**src/rtl/cnn_layer_accel_wht_seq_pkg.sv**
```systemverilog
// Shared types and helpers for the weight-address sequencer.
// Parameters stay on the modules; this holds only width-free items.
package cnn_layer_accel_wht_seq_pkg;

    typedef enum logic {
        ST_IDLE = 1'b0,
        ST_RUN  = 1'b1
    } state_e;

    // Power-up table content: each entry points at its own index.
    function automatic int unsigned dflt_entry(
        input int unsigned idx,
        input int unsigned w
    );
        return idx % (32'd1 << w);
    endfunction

endpackage

```
**src/rtl/cnn_layer_accel_wht_seq_if.sv**
```systemverilog
// Weight-address stream from the sequencer to the weight-buffer read port.
// master = producer (sequencer), slave = consumer (weight buffer).
interface cnn_layer_accel_wht_seq_if #(
    parameter int WHT_ADDR_W = 4
);
    logic                  valid;
    logic                  ready;
    logic [WHT_ADDR_W-1:0] addr;
    logic                  last;
    logic                  pass_end;

    modport master (
        output valid, addr, last, pass_end,
        input  ready
    );

    modport slave (
        input  valid, addr, last, pass_end,
        output ready
    );
endinterface

```
**src/rtl/cnn_layer_accel_wht_seq_ram.sv**
```systemverilog
// Sequence table: NUM_SEQ x SEQ_DEPTH entries, one write port and one
// registered read port; reset restores the identity table.
module cnn_layer_accel_wht_seq_ram
    import cnn_layer_accel_wht_seq_pkg::*;
#(
    parameter int NUM_SEQ    = 4,
    parameter int SEQ_DEPTH  = 8,
    parameter int WHT_ADDR_W = 4
) (
    input  logic                         clk,
    input  logic                         rst,
    input  logic                         wr_en_i,
    input  logic [$clog2(NUM_SEQ)-1:0]   wr_seq_i,
    input  logic [$clog2(SEQ_DEPTH)-1:0] wr_idx_i,
    input  logic [WHT_ADDR_W-1:0]        wr_data_i,
    input  logic                         rd_en_i,
    input  logic [$clog2(NUM_SEQ)-1:0]   rd_seq_i,
    input  logic [$clog2(SEQ_DEPTH)-1:0] rd_idx_i,
    output logic [WHT_ADDR_W-1:0]        rd_data_o
);
    logic [WHT_ADDR_W-1:0] mem_q [NUM_SEQ][SEQ_DEPTH];
    logic [WHT_ADDR_W-1:0] rd_q;
    logic [WHT_ADDR_W-1:0] rd_d;
    logic                  hit;

    // A same-cycle write to the entry being read is forwarded.
    always_comb begin
        hit  = wr_en_i && (wr_seq_i == rd_seq_i) && (wr_idx_i == rd_idx_i);
        rd_d = hit ? wr_data_i : mem_q[rd_seq_i][rd_idx_i];
    end

    always_ff @(posedge clk or posedge rst) begin
        if (rst) begin
            for (int s = 0; s < NUM_SEQ; s++) begin
                for (int i = 0; i < SEQ_DEPTH; i++) begin
                    mem_q[s][i] <= WHT_ADDR_W'(dflt_entry(i, WHT_ADDR_W));
                end
            end
            rd_q <= '0;
        end else begin
            if (wr_en_i) mem_q[wr_seq_i][wr_idx_i] <= wr_data_i;
            if (rd_en_i) rd_q <= rd_d;
        end
    end

    assign rd_data_o = rd_q;

endmodule

```
**src/rtl/cnn_layer_accel_weight_sequencer.sv**
```systemverilog
// Self-stepping weight-address sequencer: replays a stored sequence, or
// ping-pongs a sequence pair, for a programmed number of passes.
module cnn_layer_accel_weight_sequencer
    import cnn_layer_accel_wht_seq_pkg::*;
#(
    parameter int NUM_SEQ    = 4,
    parameter int SEQ_DEPTH  = 8,
    parameter int WHT_ADDR_W = 4,
    parameter int RPT_W      = 8
) (
    input  logic                         clk,
    input  logic                         rst,
    input  logic                         cfg_wr_en_i,
    input  logic [$clog2(NUM_SEQ)-1:0]   cfg_wr_seq_i,
    input  logic [$clog2(SEQ_DEPTH)-1:0] cfg_wr_idx_i,
    input  logic [WHT_ADDR_W-1:0]        cfg_wr_data_i,
    output logic                         cfg_wr_err_o,
    input  logic                         start_i,
    input  logic                         abort_i,
    input  logic [$clog2(NUM_SEQ)-1:0]   seq_sel_i,
    input  logic [$clog2(SEQ_DEPTH)-1:0] seq_len_m1_i,
    input  logic [RPT_W-1:0]             rpt_m1_i,
    input  logic                         pingpong_i,
    cnn_layer_accel_wht_seq_if.master    wht,
    output logic                         busy_o,
    output logic                         done_o
);
    localparam int SW = $clog2(NUM_SEQ);
    localparam int IW = $clog2(SEQ_DEPTH);

    state_e           state_q, state_d;
    logic [SW-1:0]    base_q, base_d;
    logic [IW-1:0]    len_q, len_d;
    logic [IW-1:0]    idx_q, idx_d;
    logic [RPT_W-1:0] rpt_q, rpt_d;
    logic [RPT_W-1:0] pass_q, pass_d;
    logic             pp_q, pp_d;
    logic             valid_q, valid_d;
    logic             last_q, last_d;
    logic             pend_q, pend_d;
    logic             done_q, done_d;
    logic             err_q, err_d;
    logic             hs, go, fin, load;
    logic [SW-1:0]    rd_seq;
    logic             wr_ok;

    assign hs    = valid_q & wht.ready;
    assign go    = (state_q == ST_IDLE) & start_i & ~abort_i;
    assign fin   = (state_q == ST_RUN) & (abort_i | (hs & last_q));
    assign wr_ok = cfg_wr_en_i & (state_q == ST_IDLE);

    always_ff @(posedge clk or posedge rst) begin
        if (rst) state_q <= ST_IDLE;
        else     state_q <= state_d;
    end

    always_comb begin
        state_d = state_q;
        unique case (state_q)
            ST_IDLE: if (go)  state_d = ST_RUN;
            ST_RUN:  if (fin) state_d = ST_IDLE;
            default:          state_d = ST_IDLE;
        endcase
    end

    // Next beat position; the table read address derives from it directly.
    always_comb begin
        base_d  = base_q;
        len_d   = len_q;
        rpt_d   = rpt_q;
        pp_d    = pp_q;
        idx_d   = idx_q;
        pass_d  = pass_q;
        valid_d = valid_q;
        last_d  = last_q;
        pend_d  = pend_q;
        load    = 1'b0;
        done_d  = (state_q == ST_RUN) & ~abort_i & hs & last_q;
        err_d   = cfg_wr_en_i & (state_q == ST_RUN);
        if (go) begin
            base_d = seq_sel_i;
            len_d  = seq_len_m1_i;
            rpt_d  = rpt_m1_i;
            pp_d   = pingpong_i;
            idx_d  = '0;
            pass_d = '0;
            load   = 1'b1;
        end else if (fin) begin
            valid_d = 1'b0;
            last_d  = 1'b0;
            pend_d  = 1'b0;
        end else if ((state_q == ST_RUN) && hs) begin
            load = 1'b1;
            if (idx_q == len_q) begin
                idx_d  = '0;
                pass_d = pass_q + 1'b1;
            end else begin
                idx_d  = idx_q + 1'b1;
            end
        end
        if (load) begin
            valid_d = 1'b1;
            pend_d  = (idx_d == len_d);
            last_d  = pend_d & (pass_d == rpt_d);
        end
        rd_seq = base_d ^ SW'(pp_d & pass_d[0]);
    end

    always_ff @(posedge clk or posedge rst) begin
        if (rst) begin
            base_q  <= '0;
            len_q   <= '0;
            rpt_q   <= '0;
            pp_q    <= 1'b0;
            idx_q   <= '0;
            pass_q  <= '0;
            valid_q <= 1'b0;
            last_q  <= 1'b0;
            pend_q  <= 1'b0;
            done_q  <= 1'b0;
            err_q   <= 1'b0;
        end else begin
            base_q  <= base_d;
            len_q   <= len_d;
            rpt_q   <= rpt_d;
            pp_q    <= pp_d;
            idx_q   <= idx_d;
            pass_q  <= pass_d;
            valid_q <= valid_d;
            last_q  <= last_d;
            pend_q  <= pend_d;
            done_q  <= done_d;
            err_q   <= err_d;
        end
    end

    cnn_layer_accel_wht_seq_ram #(
        .NUM_SEQ    (NUM_SEQ),
        .SEQ_DEPTH  (SEQ_DEPTH),
        .WHT_ADDR_W (WHT_ADDR_W)
    ) u_ram (
        .clk       (clk),
        .rst       (rst),
        .wr_en_i   (wr_ok),
        .wr_seq_i  (cfg_wr_seq_i),
        .wr_idx_i  (cfg_wr_idx_i),
        .wr_data_i (cfg_wr_data_i),
        .rd_en_i   (load),
        .rd_seq_i  (rd_seq),
        .rd_idx_i  (idx_d),
        .rd_data_o (wht.addr)
    );

    assign wht.valid    = valid_q;
    assign wht.last     = last_q;
    assign wht.pass_end = pend_q;
    assign busy_o       = (state_q != ST_IDLE);
    assign done_o       = done_q;
    assign cfg_wr_err_o = err_q;

endmodule

```
**src/flat_wrapper.sv**
```systemverilog
// flat-port wrapper written by rule: the top's interface ports become plain ports
module cnn_layer_accel_weight_sequencer_flat import cnn_layer_accel_wht_seq_pkg::*;
#(
    parameter int NUM_SEQ    = 4,
    parameter int SEQ_DEPTH  = 8,
    parameter int WHT_ADDR_W = 4,
    parameter int RPT_W      = 8
)
  (clk, rst, cfg_wr_en_i, cfg_wr_seq_i, cfg_wr_idx_i, cfg_wr_data_i, cfg_wr_err_o, start_i, abort_i, seq_sel_i, seq_len_m1_i, rpt_m1_i, pingpong_i, busy_o, done_o, wht_valid, wht_addr, wht_last, wht_pass_end, wht_ready);
  cnn_layer_accel_wht_seq_if #(.WHT_ADDR_W(WHT_ADDR_W)) wht_i ();
  input  logic clk;
  input  logic rst;
  input  logic cfg_wr_en_i;
  input  logic [$clog2(NUM_SEQ)-1:0] cfg_wr_seq_i;
  input  logic [$clog2(SEQ_DEPTH)-1:0] cfg_wr_idx_i;
  input  logic [WHT_ADDR_W-1:0] cfg_wr_data_i;
  output logic cfg_wr_err_o;
  input  logic start_i;
  input  logic abort_i;
  input  logic [$clog2(NUM_SEQ)-1:0] seq_sel_i;
  input  logic [$clog2(SEQ_DEPTH)-1:0] seq_len_m1_i;
  input  logic [RPT_W-1:0] rpt_m1_i;
  input  logic pingpong_i;
  output logic busy_o;
  output logic done_o;
  output wire logic [$bits(wht_i.valid)-1:0] wht_valid;
  output wire logic [$bits(wht_i.addr)-1:0] wht_addr;
  output wire logic [$bits(wht_i.last)-1:0] wht_last;
  output wire logic [$bits(wht_i.pass_end)-1:0] wht_pass_end;
  input wire logic [$bits(wht_i.ready)-1:0] wht_ready;
  assign wht_valid = wht_i.valid;
  assign wht_addr = wht_i.addr;
  assign wht_last = wht_i.last;
  assign wht_pass_end = wht_i.pass_end;
  assign wht_i.ready = wht_ready;
  cnn_layer_accel_weight_sequencer #(.NUM_SEQ(NUM_SEQ), .SEQ_DEPTH(SEQ_DEPTH), .WHT_ADDR_W(WHT_ADDR_W), .RPT_W(RPT_W)) u_core (.clk(clk), .rst(rst), .cfg_wr_en_i(cfg_wr_en_i), .cfg_wr_seq_i(cfg_wr_seq_i), .cfg_wr_idx_i(cfg_wr_idx_i), .cfg_wr_data_i(cfg_wr_data_i), .cfg_wr_err_o(cfg_wr_err_o), .start_i(start_i), .abort_i(abort_i), .seq_sel_i(seq_sel_i), .seq_len_m1_i(seq_len_m1_i), .rpt_m1_i(rpt_m1_i), .pingpong_i(pingpong_i), .wht(wht_i), .busy_o(busy_o), .done_o(done_o));
endmodule
```
**config.mk**
```make
export PLATFORM = sky130hd
export DESIGN_NAME = cnn_layer_accel_weight_sequencer_flat
export DESIGN_NICKNAME = d
export VERILOG_FILES = /design/src/rtl/cnn_layer_accel_wht_seq_pkg.sv /design/src/rtl/cnn_layer_accel_wht_seq_if.sv /design/src/rtl/cnn_layer_accel_wht_seq_ram.sv /design/src/rtl/cnn_layer_accel_weight_sequencer.sv /design/src/flat_wrapper.sv
export SDC_FILE = /design/constraint.sdc
export NUM_CORES = 1
export LEC_CHECK = 0
export BUFFER_PORTS_ARGS = -buffer_cell sky130_fd_sc_hd__buf_2
export CORE_MARGIN = 10
export CORE_UTILIZATION = 41
export CTS_CLUSTER_DIAMETER = 30
export DETAILED_ROUTE_END_ITERATION = 8
export GPL_TIMING_DRIVEN = 0
export SYNTH_ARGS = -nofsm -noshare
export SYNTH_HDL_FRONTEND = slang
export SYNTH_SLANG_ARGS = --single-unit
export TNS_END_PERCENT = 20
```
**constraint.sdc**
```tcl
create_clock -name clk -period 5.2 [get_ports clk]
set_clock_uncertainty 0.05 [all_clocks]
set_input_delay 0 -clock clk [delete_from_list [all_inputs] [get_ports clk]]
set_output_delay 0 -clock clk [all_outputs]
set_load 0.02 [all_outputs]
```
# [After elaboration in Yosys (flattened, before gate mapping)]
# Cells that the tools add are included.
# Widths: inputs -> output; s select.
[word_totals] elab_cells=121 input_bits=29 ff_bits=163 output_inout_bits=10
[classes] n_addsub=2 n_eq_ne=6 magnitude_cmp=6 n_mux=35 n_bitwise=20 n_reduce_logical=7
[op_table] operator="$bwmux 128" count=1
[op_table] operator="$mux 32" count=3
[op_table] operator="$bmux 32 s2" count=1
[op_table] operator="$demux 32 s2" count=1
[op_table] operator="$mux 8" count=5
[op_table] operator="$mux 4" count=4
[op_table] operator="$mux 3" count=5
[op_table] operator="$and 1x1->1" count=12
[op_table] operator="$bmux 4 s3" count=1
[op_table] operator="$demux 4 s3" count=1
[op_table] operator="$mux 1" count=11
[op_table] operator="$eq 3x3->1" count=3
[op_table] operator="$add 8x1->8 const B" count=1
[op_table] operator="$eq 8x8->1" count=1
[op_table] operator="$ge 4x4->1 const B" count=2
[op_table] operator="$not 3->4" count=2
[op_table] operator="$ge 3x3->1 const B" count=2
[op_table] operator="$not 2->3" count=2
[op_table] operator="$logic_and 1x1->1" count=5
[op_table] operator="$lt 4x1->1 const B" count=1
[op_table] operator="$add 3x1->3 const B" count=1
[op_table] operator="$lt 3x1->1 const B" count=1
[op_table] operator="$eq 2x2->1" count=1
[op_table] operator="$mux 2" count=1
[op_table] operator="7 further kinds" count=8

# [Longest topological paths before layout]
# Gate-level depths: netlist of the first run.
[depth] ltp_word=16 depth_mapped=13 depth_no_buf=10

# [Cells and area by module]
# From an unflattened synthesis of the first run, not the netlist that was laid out.
[unflattened] cells_unflattened=651 hier_area_um2=8217.9
[by_module_without_submodules] mod="cnn_layer_accel_wht_seq_ram" area_each_um2=6439.9 cells_each=468 seq_area_each_um2=3363.2 instances=1
[by_module_without_submodules] mod="cnn_layer_accel_weight_sequencer" area_each_um2=1778.0 cells_each=183 seq_area_each_um2=775.7 instances=1

# [Worst setup path after synthesis of the first run]
# No wires, ideal clock.
[synth_timing] kind="register -> register" from="register u_core.state_q (netlist: u_core.busy_o)" to="register u_core.u_ram.rd_q[1] (netlist: u_core.u_ram.rd_data_o[1])" setup_slack_ns=2.506 path_buffers=4 path_stages_with_launch=14 arrival_ns=2.549 t_required_ns=5.055 setup_time_ns=0.095 synth_period_minus_slack_ns=2.694 path_cell_list="dfrtp_1 > buf_6 > or3b_1 > buf_6 > mux2i_4 > inv_2 > buf_2 > clkbuf_1 > nand2_1 > nand3_1 > a31oi_1 > a211oi_1 > o21ai_0 > o31ai_1"
[synth_via] word_cells_on_any_way=32 cone_classes="eq/ne (2); mux (18); bitwise (9); reduce/logical (3)"
[synth_rtl] element="from (decl)" line_no="cnn_layer_accel_weight_sequencer.sv:31" text="state_e state_q, state_d;"
[synth_rtl] element="from (signal assigned)" line_no="cnn_layer_accel_weight_sequencer.sv:54" text="else state_q <= state_d;"
[synth_rtl] element="$not 1->1 *" line_no="cnn_layer_accel_weight_sequencer.sv:48" text="assign go = (state_q == ST_IDLE) & start_i & ~abort_i;"
[synth_rtl] element="$and 1x1->1 * (2 in a row)" line_no="cnn_layer_accel_weight_sequencer.sv:48"
[synth_rtl] element="$mux 2 *" line_no="cnn_layer_accel_weight_sequencer.sv:80" text="if (go) begin"
[synth_rtl] element="named net u_core.base_d[1]" line_no="cnn_layer_accel_weight_sequencer.sv:32" text="logic [SW-1:0] base_q, base_d;"
[synth_rtl] element="$xor 2x2->2 *" line_no="cnn_layer_accel_weight_sequencer.sv:106" text="rd_seq = base_d ^ SW'(pp_d & pass_d[0]);"
[synth_rtl] element="$not 2->3 (implied by the code)" line_no="cnn_layer_accel_wht_seq_ram.sv:29" text="rd_d = hit ? wr_data_i : mem_q[rd_seq_i][rd_idx_i];"
[synth_rtl] element="$bmux 32 s2" line_no="cnn_layer_accel_wht_seq_ram.sv:29"
[synth_rtl] element="$mux 32 (implied by the code) (2 in a row)" line_no="cnn_layer_accel_wht_seq_ram.sv:29"
[synth_rtl] element="$bmux 4 s3" line_no="cnn_layer_accel_wht_seq_ram.sv:29"
[synth_rtl] element="$mux 4 (implied by the code) (2 in a row)" line_no="cnn_layer_accel_wht_seq_ram.sv:29"
[synth_rtl] element="$mux 4 *" line_no="cnn_layer_accel_wht_seq_ram.sv:29"
[synth_rtl] element="to (signal assigned)" line_no="cnn_layer_accel_wht_seq_ram.sv:42" text="if (rd_en_i) rd_q <= rd_d;"
[synth_rtl] element="to (decl)" line_no="cnn_layer_accel_wht_seq_ram.sv:22" text="logic [WHT_ADDR_W-1:0] rd_q;"
# Mark *: on every way through the listed nets, which the timed path passes. The rest lies on a longest branch. The select of a mux whose other input is x is not followed.
# A chain may end at the register's enable or synchronous reset.

# [Worst setup path after layout of the first run]
[layout_timing] from="register u_core.state_q (netlist: u_core.busy_o)" to="register u_core.u_ram.rd_q[3] (netlist: u_core.u_ram.rd_data_o[3])"
# Same word-level chain as after synthesis.

==> results of run 1 <==
==> metal layers <==
metal / vias up / global-route usage [%] / wire, um
met5: - / 0 / 20
met4: 2 / 6.45 / 500
met3: 49 / 3.89 / 1460
met2: 219 / 28.7 / 10800
met1: 3046 / 21.4 / 9610
li1: 2706 / - / -
==> cells by family after synthesis <==
group	after synthesis	synth area share, %
adders and majority gates	2	0.308
DFF	163	51.0
AOI/OAI and AO/OA	83	7.21
buffers and inverters	46	2.91
xor gates and xnor gates	24	2.59
muxes	166	22.7
and+or+nand+nor	237	13.3
==> timing repair <==
action                                 4_1_cts  5_1_grt
gates resized for setup                      0        0
endpoints found under the hold margin       90        0
hold buffers                                28        0
==> final timing paths <==
| path | from | to | slack (ns) |
|---|---|---|---|
| setup reg to reg | u_core.busy_o$_DFF_PP0_ | u_core.u_ram.rd_data_o[3]$_DFFE_PP0P_ | 1.85 |
| setup / recovery | u_core.busy_o$_DFF_PP0_ | u_core.u_ram.rd_data_o[3]$_DFFE_PP0P_ | 1.85 |
| hold / removal | rst | u_core.u_ram.mem_q[12]$_DFFE_PP0P_ | 0.19 |
| hold reg to reg | u_core.wht.pass_end$_DFFE_PP0P_ | u_core.wht.pass_end$_DFFE_PP0P_ | 0.43 |
| min in group clk | cfg_wr_seq_i[1] | u_core.u_ram.mem_q[16]$_DFFE_PP1P_ | 0.26 |
| max in group asynchronous | rst | u_core.u_ram.mem_q[101]$_DFFE_PP1P_ | 4.02 |
==> critical path, cell delays in order (launching register included) <==
cell and delay (ns):
sky130_fd_sc_hd__dfrtp_1 0.39, sky130_fd_sc_hd__buf_6 0.15, sky130_fd_sc_hd__or3b_1 0.39, sky130_fd_sc_hd__buf_6 0.16
sky130_fd_sc_hd__mux2i_4 0.23, sky130_fd_sc_hd__inv_2 0.10, sky130_fd_sc_hd__buf_2 0.28, sky130_fd_sc_hd__clkbuf_1 0.55
sky130_fd_sc_hd__nand2_1 0.13, sky130_fd_sc_hd__a31oi_1 0.23, sky130_fd_sc_hd__o32a_1 0.20, sky130_fd_sc_hd__o2111ai_1 0.21
sky130_fd_sc_hd__a21oi_1 0.19
==> metrics by stage <==
stage,hold slack [ns],setup TNS (ns),total power [mW],utilization [%]
finish,0.190,0,3.77,48.9
global route,0.265,0,3.92,48.9
CTS,0.220,0,3.79,48.9
detailed placement,0.132,0,2.50,44.5
global placement,0.158,-93.07,2.47,44.3
floorplan,0.0554,0,2.22,-
==> power by group through the flow <==
stage                     sequential, mW  clock, mW  combinational, mW
after global placement              1.65          0              0.828
after CTS                           1.63       1.28              0.868
after detailed placement            1.65          0              0.847
after global routing                1.66       1.33              0.935
after floorplan                     1.64          0              0.580
final                               1.64       1.26              0.871
==> cell usage in the layout, fill, tap and decap left out, drive strengths merged, types with 3 or more instances in the layout <==
cell and instances:
nor2 39, nor3 8, nor2b 3, dfrtp 115
nand4 4, mux2i 37, dlygate4sd3 28, clkinv 5
a31oi 9, nor3b 4, nand2 131, bufinv 3
dfstp 48, a22o 5, or3 6, o21ai 8
xor2 11, nand3b 3, mux2 128, and2 5
buf 51, a311oi 3, a21oi 26, o31ai 4
inv 7, a211oi 5, nand3 13, and3 13
xnor2 13, clkbuf 45, a221oi 3
==> registers in the layout (all words and copies together) (netlist names) <==
name and cells:
u_core.base_q 2, u_core.busy_o 1, u_core.cfg_wr_err_o 1, u_core.done_o 1, u_core.idx_q 3, u_core.len_q 3
u_core.pass_q 8, u_core.pp_q 1, u_core.rpt_q 8, u_core.u_ram.mem_q 128, u_core.u_ram.rd_data_o 4, u_core.wht.last 1
u_core.wht.pass_end 1, u_core.wht.valid 1
==> layout make-up <==
type                            instances  share of cell area [%]
Sequential cell                       163                    43.5
Multi-Input combinational cell        512                    39.3
Timing Repair Buffer                   63                    5.02
Clock buffer                           22                    4.77
Tap cell                              265                    3.48
Buffer                                 39                    2.15
Clock inverter                         10                    1.41
Inverter                                7                   0.381
==> results.py, run 1 <==
metrics = {
    "cells_and_area": {
        "layout.nets": 834,
        "multi_input_area_um2": 3750,
        "nFillCells": 1737,
        "finalNonFillerCells": 1081,
        "ff_latch_area_um2": 4140,
        "finish.instance_area_um2": 9530,
        "layout-drive-gt1-share_pct": 33.3,
        "area.growth.synth_to_final_pct": 17.3,
        "num_antenna_cells": 0,
    },
    "power_and_ir_drop": {
        "power.clock.fraction_pct": 33.5,
        "pwr-share-comb_pct": 23.1,
        "pwr-share-seq_pct": 43.4,
        "power.ir.vdd_worst_mv": 0.244,
        "internal_power_mw": 2.66,
        "power_switching_share_pct": 29.6,
        "power_leakage_nw": 4.23,
        "power.switching_mw": 1.11,
        "p_per_area_nw_per_um2": 396,
    },
    "synth": {
        "sequential_fraction_of_the_synthesis_area_pct": 51.0,
        "mappedNetlistNets": 752,
        "netlist_area_um2": 8120,
        "synth_largest_area_cell": "sky130_fd_sc_hd__dfrtp_1",
        "synth_top_cell_area_share_pct": 35.4,
        "yosys_register_bits": 163,
        "synth_area_per_cell_um2": 11.3,
        "synthMostInstantiatedCell": "sky130_fd_sc_hd__nand2_1",
        "post_synth_most_frequent_cells": "sky130_fd_sc_hd__nand2_1, sky130_fd_sc_hd__mux2_2, sky130_fd_sc_hd__dfrtp_1, sky130_fd_sc_hd__dfstp_2, sky130_fd_sc_hd__nor2_1",
        "yosys.cell_types.count": 59,
        "yosys_most_used_dff": "sky130_fd_sc_hd__dfrtp_1",
        "synth-edff-count": 0,
        "ys_warn_count": 0,
        "netlist_instances": 721,
        "ys_async_sr_fraction_pct": 100,
        "synth.area.top_cells": "sky130_fd_sc_hd__dfrtp_1, sky130_fd_sc_hd__mux2_2, sky130_fd_sc_hd__dfstp_2",
    },
    "placed_design": {
        "place_area_um2": 8660,
        "place.gp.congestion": 0.915,
        "placedCellCount": 1021,
        "dp_hpwl_um": 16000,
        "port-buffer-count": 34,
        "dp_slack_ns": 1.92,
    },
    "timing": {
        "layout_worst_path_cycle_share_pct": 64.3,
        "maxSlewHeadroom_pct": 51.2,
        "fmaxAchievable_ghz": 0.299,
        "timing_max_transition_violations_final": 0,
        "rsz0062_at_grt": "no",
        "tightest_slew_ns": 0.732,
        "post-route-worst-setup-slack_ns": 1.85,
        "setup_violations": 0,
        "hold_violations": 0,
        "period_needed_ns": 3.35,
    },
    "routing": {
        "ant_nets": 0,
        "num_vias": 6022,
        "count_of_routing_violations_after_the_opening_detailed_route_iteration": 572,
        "postRouteWirelength_um": 22400,
        "wl_per_cell_um": 20.8,
        "drc": 0,
        "drt_pre_antenna_iters": 5,
        "via_count_normalized_by_instance_count": 5.57,
    },
    "floorplanning": {
        "floorplan.io_pins": 39,
        "dieWidth_um": 161,
        "design.die.area_um2": 25800,
        "die_height_um": 161,
        "coreArea_um2": 19500,
        "std_cell_rows": 51,
        "start_util_pct": 41.7,
    },
    "clock_network": {
        "tritoncts_clock_tree": "yes",
        "clock_insertion_delay_worst_skew_ns": 0.43,
        "cts-buffers-inserted": 17,
        "clock-root-buffer": "sky130_fd_sc_hd__clkbuf_16",
        "clock_tree_sinks": 163,
        "post_cts_buffers": 0,
        "clockBufferDepth": 2,
        "clk_pin_slew_ns": 0.07,
        "h_tree_level_count": 4,
    },
    "setup_path": {
        "critPathMaxFanout": 10,
        "worst_ep_required_time_ns": 5.50,
        "reg2reg_depth": 12,
        "worst_ep_arrival_time_ns": 3.65,
        "cp-end-kind": "flop",
        "startpoint_class_of_the_critical_path": "flop",
        "timing_worst_setup_path_type": "flop to flop",
    },
    "global_route": {
        "grt_antenna_before_repair": 1,
        "grt_overflow_total": 0,
        "largest_net_degree_at_the_start_of_global_routing": 85,
        "grt_pass1_wl_um": 35000,
        "grt_pass1_vias": 6335,
        "gr-usage-all-layers_pct": 17.2,
    },
    "worst_hold_path": {
        "timing.hold.worst.class": "primary input to async pin",
    },
    "job": {
        "max_cap_viol_count": 0,
    },
    "status": {
        "status": "finished clean",
    },
}
Note: power is estimated with default switching activity, not from simulation.
==> run 2: changes to the inputs <==
clock period = 3.5 ns   (was 5.2 ns; I/O delays follow)
==> run 2 against run 1 <==
Cell count increased by 0.28%. Utilization increased by 0.54 points. Combinational power increased by 50%. Sequential cell count unchanged. Final area increased by 1.1%. Register-to-register slack got worse by 1.6 ns. Global-route usage increased by 0.41 points. Total power increased by 52%. Critical path type unchanged. Largest cell class unchanged.
==> results.py, run 2 (synthesis gave the netlist of run 1 again) <==
metrics = {
    "clock_network": {
        "clock-root-buffer": "sky130_fd_sc_hd__clkbuf_16",
        "h_tree_level_count": 4,
        "clock_tree_sinks": 163,
        "cts-buffers-inserted": 17,
        "post_cts_buffers": 0,
        "clock_insertion_delay_worst_skew_ns": 0.44,
        "clockBufferDepth": 2,
        "clk_pin_slew_ns": 0.06,
        "tritoncts_clock_tree": "yes",
    },
    "cells_and_area": {
        "regs_by_ff_count": "u_core.u_ram.mem_q: 128 flops, u_core.pass_q: 8 flops, u_core.rpt_q: 8 flops",
        "layout-drive-gt1-share_pct": 33.8,
        "layout.cells.most_common": "sky130_fd_sc_hd__nand2_1",
        "most-common-layout-cells": "sky130_fd_sc_hd__nand2_1, sky130_fd_sc_hd__mux2_2, sky130_fd_sc_hd__dfrtp_1",
        "layout.nets": 837,
        "area.growth.synth_to_final_pct": 18.6,
        "final_core_util_pct": 49.5,
        "finish.instance_area_um2": 9630,
        "largest_register_ff_count": 128,
        "nFillCells": 1728,
        "num_antenna_cells": 0,
        "regMostFlops": "u_core.u_ram.mem_q",
    },
    "routing": {
        "drt_pre_antenna_iters": 5,
        "postRouteWirelength_um": 22800,
        "ant_nets": 0,
        "wl_per_cell_um": 21.0,
        "drc": 0,
        "count_of_routing_violations_after_the_opening_detailed_route_iteration": 531,
        "via_count_normalized_by_instance_count": 5.61,
        "num_vias": 6079,
    },
    "timing": {
        "layout_worst_path_cycle_share_pct": 92.9,
        "timing_max_transition_violations_final": 0,
        "fmaxAchievable_ghz": 0.308,
        "tightest_slew_ns": 0.735,
        "period_needed_ns": 3.25,
        "hold_violations": 0,
        "rsz0062_at_grt": "no",
        "maxSlewHeadroom_pct": 50.8,
        "setup-tns-final_ns": 0,
        "setup_violations": 0,
        "post-route-worst-setup-slack_ns": 0.249,
    },
    "floorplanning": {
        "design.die.area_um2": 25800,
        "std_cell_rows": 51,
        "start_util_pct": 41.7,
        "floorplan.io_pins": 39,
        "dieWidth_um": 161,
        "coreArea_um2": 19500,
        "die_height_um": 161,
    },
    "power_and_ir_drop": {
        "power.ir.vdd_worst_mv": 0.337,
        "power_leakage_nw": 4.29,
        "p_per_area_nw_per_um2": 596,
        "power_mw": 5.74,
    },
    "setup_path": {
        "timing_worst_setup_path_type": "flop to flop",
        "startpoint_class_of_the_critical_path": "flop",
        "critPathMaxFanout": 10,
        "worst_ep_required_time_ns": 3.76,
        "cp-end-kind": "flop",
        "worst_ep_arrival_time_ns": 3.51,
    },
    "worst_hold_path": {
        "timing.hold.worst.class": "primary input to async pin",
    },
    "placed_design": {
        "place.gp.congestion": 0.916,
        "place_area_um2": 8720,
        "dp_slack_ns": 0.220,
        "port-buffer-count": 34,
        "dp_hpwl_um": 16300,
    },
    "global_route": {
        "grt_antenna_before_repair": 1,
        "largest_net_degree_at_the_start_of_global_routing": 45,
        "gr-usage-all-layers_pct": 17.6,
        "grt_pass1_wl_um": 35900,
        "grt_pass1_vias": 6387,
        "grt_overflow_total": 0,
    },
    "job": {
        "max_cap_viol_count": 0,
    },
    "status": {
        "status": "finished clean",
    },
}
## run 2: cell count changes in the layout (fill, tap and decap cells not counted), sizes merged
cell      delta
clkinvlp     -1
clkbuf       +1
bufinv       +1
inv          -2
buf          +3
clkinv       +1
## run 2: power breakdown
part	switching [mW]	total [mW]	internal, mW
Clock	0.748	2.00	1.25
Sequential	0.176	2.43	2.26
Combinational	0.749	1.31	0.559
## run 2: what timing repair did
| action | 4_1_cts | 5_1_grt |
|---|---|---|
| resized for setup | 0 | 4 |
| hold endpoints to repair | 70 | 0 |
| setup endpoints to repair | 0 | 4 |
| hold buffers | 28 | 0 |
## run 2: critical path: stages (launching register included)
cell and delay [ns]:
sky130_fd_sc_hd__dfrtp_1 0.39, sky130_fd_sc_hd__buf_6 0.15, sky130_fd_sc_hd__or3b_1 0.39, sky130_fd_sc_hd__buf_6 0.16, sky130_fd_sc_hd__mux2i_4 0.32, sky130_fd_sc_hd__buf_2 0.45, sky130_fd_sc_hd__mux2i_1 0.31, sky130_fd_sc_hd__mux2i_1 0.14
sky130_fd_sc_hd__o21ai_0 0.27, sky130_fd_sc_hd__nor2_1 0.08, sky130_fd_sc_hd__o2111ai_1 0.26, sky130_fd_sc_hd__a21oi_1 0.12
## run 2: path summary, 6_finish.rpt
kind / startpoint / to / slack, ns / depth (start not counted)
worst max-delay path: u_core.busy_o$_DFF_PP0_ / u_core.u_ram.rd_data_o[2]$_DFFE_PP0P_ / 0.25 / 11
worst min-delay path: rst / u_core.busy_o$_DFF_PP0_ / 0.14 / 3
worst max register to register: u_core.busy_o$_DFF_PP0_ / u_core.u_ram.rd_data_o[2]$_DFFE_PP0P_ / 0.25 / 11
worst min register to register: u_core.wht.pass_end$_DFFE_PP0P_ / u_core.wht.pass_end$_DFFE_PP0P_ / 0.44 / 2
max in group asynchronous: rst / u_core.u_ram.mem_q[0]$_DFFE_PP1P_ / 2.33 / 5
min in group clk: cfg_wr_seq_i[1] / u_core.u_ram.mem_q[119]$_DFFE_PP0P_ / 0.24 / 4
## run 2: layout make-up
| class | count | area (um2) | share of cell area, % |
|---|---|---|---|
| plain buffers | 39 | 208 | 2.16 |
| repair buffers | 66 | 538 | 5.59 |
| clock buffers | 23 | 479 | 4.98 |
| multi-input cells | 512 | 3750 | 38.9 |
| clock inverters | 9 | 153 | 1.59 |
| well taps | 265 | 332 | 3.44 |
| inverters | 7 | 35.0 | 0.364 |
| flip-flops and latches | 163 | 4140 | 43.0 |
## run 2: stage by stage
stage	cells	hold slack, ns
detailed placement	1024	0.0673
CTS	1084	0.160
global placement	1020	0.158
global route	1084	0.186
finish	1084	0.142
floorplan	721	0.0554
## run 2: metal layers
layer  global-route usage, %  vias to the layer above  wire (um)
met1                    22.1                     3086       9800
met2                    28.8                      215      10900
met5                       0                        -         13
met3                    3.86                       59       1410
met4                    7.53                        2        677
li1                        -                     2717          -
==> run 3: changes to the inputs <==
CTS_BUF_LIST = sky130_fd_sc_hd__clkbuf_16   (was not set)
SLEW_MARGIN = 20   (was not set)
==> run 3 against run 2 <==
Die area did not move. Utilization fell by 0.058 points. Total power fell by 1.3%. Worst setup slack gained 0.023 ns. Global-route usage is 0.12 points lower. Worst hold slack got worse by 0.023 ns. Largest power group unchanged. Sequential power about the same. Critical path type unchanged. Sequential cell count unchanged. Fmax rose by 0.72%. First-iteration DRC count fell by 6.4%.
==> results.py, run 3 (synthesis gave the netlist of run 1 again) <==
metrics = {
    "status": {
        "status": "finished clean",
    },
    "timing": {
        "rsz0062_at_grt": "no",
        "setup-tns-final_ns": 0,
        "fmaxAchievable_ghz": 0.310,
        "maxSlewHeadroom_pct": 48.7,
        "hold_violations": 0,
        "period_needed_ns": 3.23,
        "tightest_slew_ns": 0.769,
        "layout_worst_path_cycle_share_pct": 92.2,
        "timing_max_transition_violations_final": 0,
        "setup_violations": 0,
    },
    "setup_path": {
        "cp_delay_by_family_top": "compound AO/OA/AOI/OAI gates",
        "r2r-end": "u_core.u_ram.rd_data_o[2]$_DFFE_PP0P_",
        "cell_type_of_the_slowest_stage_on_the_worst_timing_path": "sky130_fd_sc_hd__dfrtp_1",
        "cp_buf_inv_count": 2,
        "regToRegStartpoint": "u_core.idx_q[0]$_DFF_PP0_",
        "critPathMaxFanout": 10,
        "ff2ff_setup_slack_ns": 0.27,
        "reg2reg_depth": 11,
        "critical_path.max_stage_delay_ns": 0.43,
        "timing_worst_setup_path_type": "flop to flop",
        "cp-end-kind": "flop",
        "worst_ep_arrival_time_ns": 3.53,
        "crit_path_cell_trace": "xor2_1, nor3_1, a221oi_1, o31ai_1, buf_2, buf_2, nand2_1, a22o_1, a21oi_1, o2111ai_1, a21oi_1",
        "critPathLaunch": "u_core.idx_q[0]$_DFF_PP0_",
        "startpoint_class_of_the_critical_path": "flop",
        "worst_ep_required_time_ns": 3.80,
    },
    "global_route": {
        "gr-usage-all-layers_pct": 17.5,
        "grt_pass1_vias": 6280,
        "grt_antenna_before_repair": 1,
        "grt_pass1_wl_um": 35700,
        "largest_net_degree_at_the_start_of_global_routing": 36,
        "grt_overflow_total": 0,
    },
    "power_and_ir_drop": {
        "internal_power_mw": 3.99,
        "pwr-share-comb_pct": 23.0,
        "p_per_area_nw_per_um2": 589,
        "power_switching_share_pct": 29.5,
        "power.switching_mw": 1.67,
        "power.ir.vdd_worst_mv": 0.332,
        "pwr-share-seq_pct": 43.0,
        "power.clock.fraction_pct": 34.0,
        "power_leakage_nw": 4.28,
    },
    "clock_network": {
        "cts-buffers-inserted": 17,
        "clock_tree_sinks": 163,
        "tritoncts_clock_tree": "yes",
        "clock-root-buffer": "sky130_fd_sc_hd__clkbuf_16",
        "clockBufferDepth": 2,
        "clk_pin_slew_ns": 0.06,
        "h_tree_level_count": 4,
        "clock_insertion_delay_worst_skew_ns": 0.44,
    },
    "routing": {
        "wl_per_cell_um": 20.9,
        "postRouteWirelength_um": 22700,
        "drc": 0,
        "num_vias": 6044,
        "ant_nets": 0,
        "drt_pre_antenna_iters": 5,
        "via_count_normalized_by_instance_count": 5.58,
        "count_of_routing_violations_after_the_opening_detailed_route_iteration": 497,
    },
    "floorplanning": {
        "coreArea_um2": 19500,
        "start_util_pct": 41.7,
        "std_cell_rows": 51,
        "floorplan.io_pins": 39,
        "design.die.area_um2": 25800,
        "die_height_um": 161,
        "dieWidth_um": 161,
    },
    "cells_and_area": {
        "finish.instance_area_um2": 9620,
        "layout-drive-gt1-share_pct": 33.7,
        "area.growth.synth_to_final_pct": 18.4,
        "regs_by_ff_count": "u_core.u_ram.mem_q: 128 flops, u_core.pass_q: 8 flops, u_core.rpt_q: 8 flops",
        "finalNonFillerCells": 1084,
        "num_antenna_cells": 0,
        "layout.nets": 838,
        "most-common-layout-cells": "sky130_fd_sc_hd__nand2_1, sky130_fd_sc_hd__mux2_2, sky130_fd_sc_hd__dfrtp_1",
        "regMostFlops": "u_core.u_ram.mem_q",
        "largest_register_ff_count": 128,
        "layout.cells.most_common": "sky130_fd_sc_hd__nand2_1",
    },
    "placed_design": {
        "port-buffer-count": 34,
        "dp_hpwl_um": 16200,
        "place.gp.congestion": 0.916,
        "placedCellCount": 1025,
        "place_area_um2": 8740,
    },
    "worst_hold_path": {
        "timing.hold.worst.class": "primary input to async pin",
    },
    "job": {
        "max_cap_viol_count": 0,
    },
}
[run 3: cell count changes in the layout (fill, tap and decap cells not counted), sizes merged]
cell,previous run,this run
buf,54,55
clkbuf,46,40
clkinv,6,4
clkinvlp,1,4
inv,5,9
[run 3: repair_timing]
item | CTS | global route
hold buffers | 28 | 0
hold endpoints to repair | 95 | 0
buffers inserted | 0 | 0
setup endpoints to repair | 0 | 4
resized for setup | 0 | 4
[run 3: power by group through the flow]
stage | clock [mW] | combinational [mW] | sequential [mW]
final | 1.93 | 1.30 | 2.44
after global placement | 0 | 1.23 | 2.45
after global routing | 2.03 | 1.41 | 2.47
after floorplan | 0 | 0.863 | 2.43
after CTS | 1.96 | 1.30 | 2.43
after detailed placement | 0 | 1.27 | 2.46
[run 3: worst max path at each step]
stage,to,slack [ns],cells past startpoint
2_1_floorplan,u_core.u_ram.rd_data_o[1]$_DFFE_PP0P_,0.81,13
3_3_place_gp,u_core.u_ram.rd_data_o[2]$_DFFE_PP0P_,0.21,12
3_5_place_dp,u_core.u_ram.rd_data_o[2]$_DFFE_PP0P_,0.21,12
4_1_cts,u_core.u_ram.rd_data_o[2]$_DFFE_PP0P_,0.18,12
5_1_grt,u_core.u_ram.rd_data_o[2]$_DFFE_PP0P_,0.04,12
6_report,u_core.u_ram.rd_data_o[2]$_DFFE_PP0P_,0.27,11
[run 3: area by class of cell]
cell class | count | area [um2]
clock buffer | 17 | 425
clock inverter | 14 | 175
multi-input combinational | 512 | 3750
tap | 265 | 332
buffer | 39 | 208
inverter | 7 | 35.0
fill | 1731 | 9840
timing repair buffer | 67 | 558
sequential | 163 | 4140
[run 3: layer usage]
metal	vias up	GRT usage (%)	wire (um)
met3	38	3.68	1510
met4	2	5.62	401
met1	3084	22.9	9890
li1	2719	-	-
met5	-	0	13
met2	201	28.5	10900
[run 3: per-stage QoR]
stage	setup slack, ns	total power, mW	hold slack [ns]	util, %
floorplan	0.806	3.29	0.0554	-
global placement	0.212	3.68	0.158	44.3
detailed placement	0.212	3.73	0.0473	44.9
CTS	0.178	5.69	0.138	49.4
global route	0.0380	5.90	0.192	49.4
finish	0.272	5.67	0.119	49.4
[run 3: worst min-delay path, stage by stage]
cell	delay (ns)
sky130_fd_sc_hd__dlygate4sd3_1	0.53
sky130_fd_sc_hd__buf_2	0.13
sky130_fd_sc_hd__clkinvlp_4	0.39
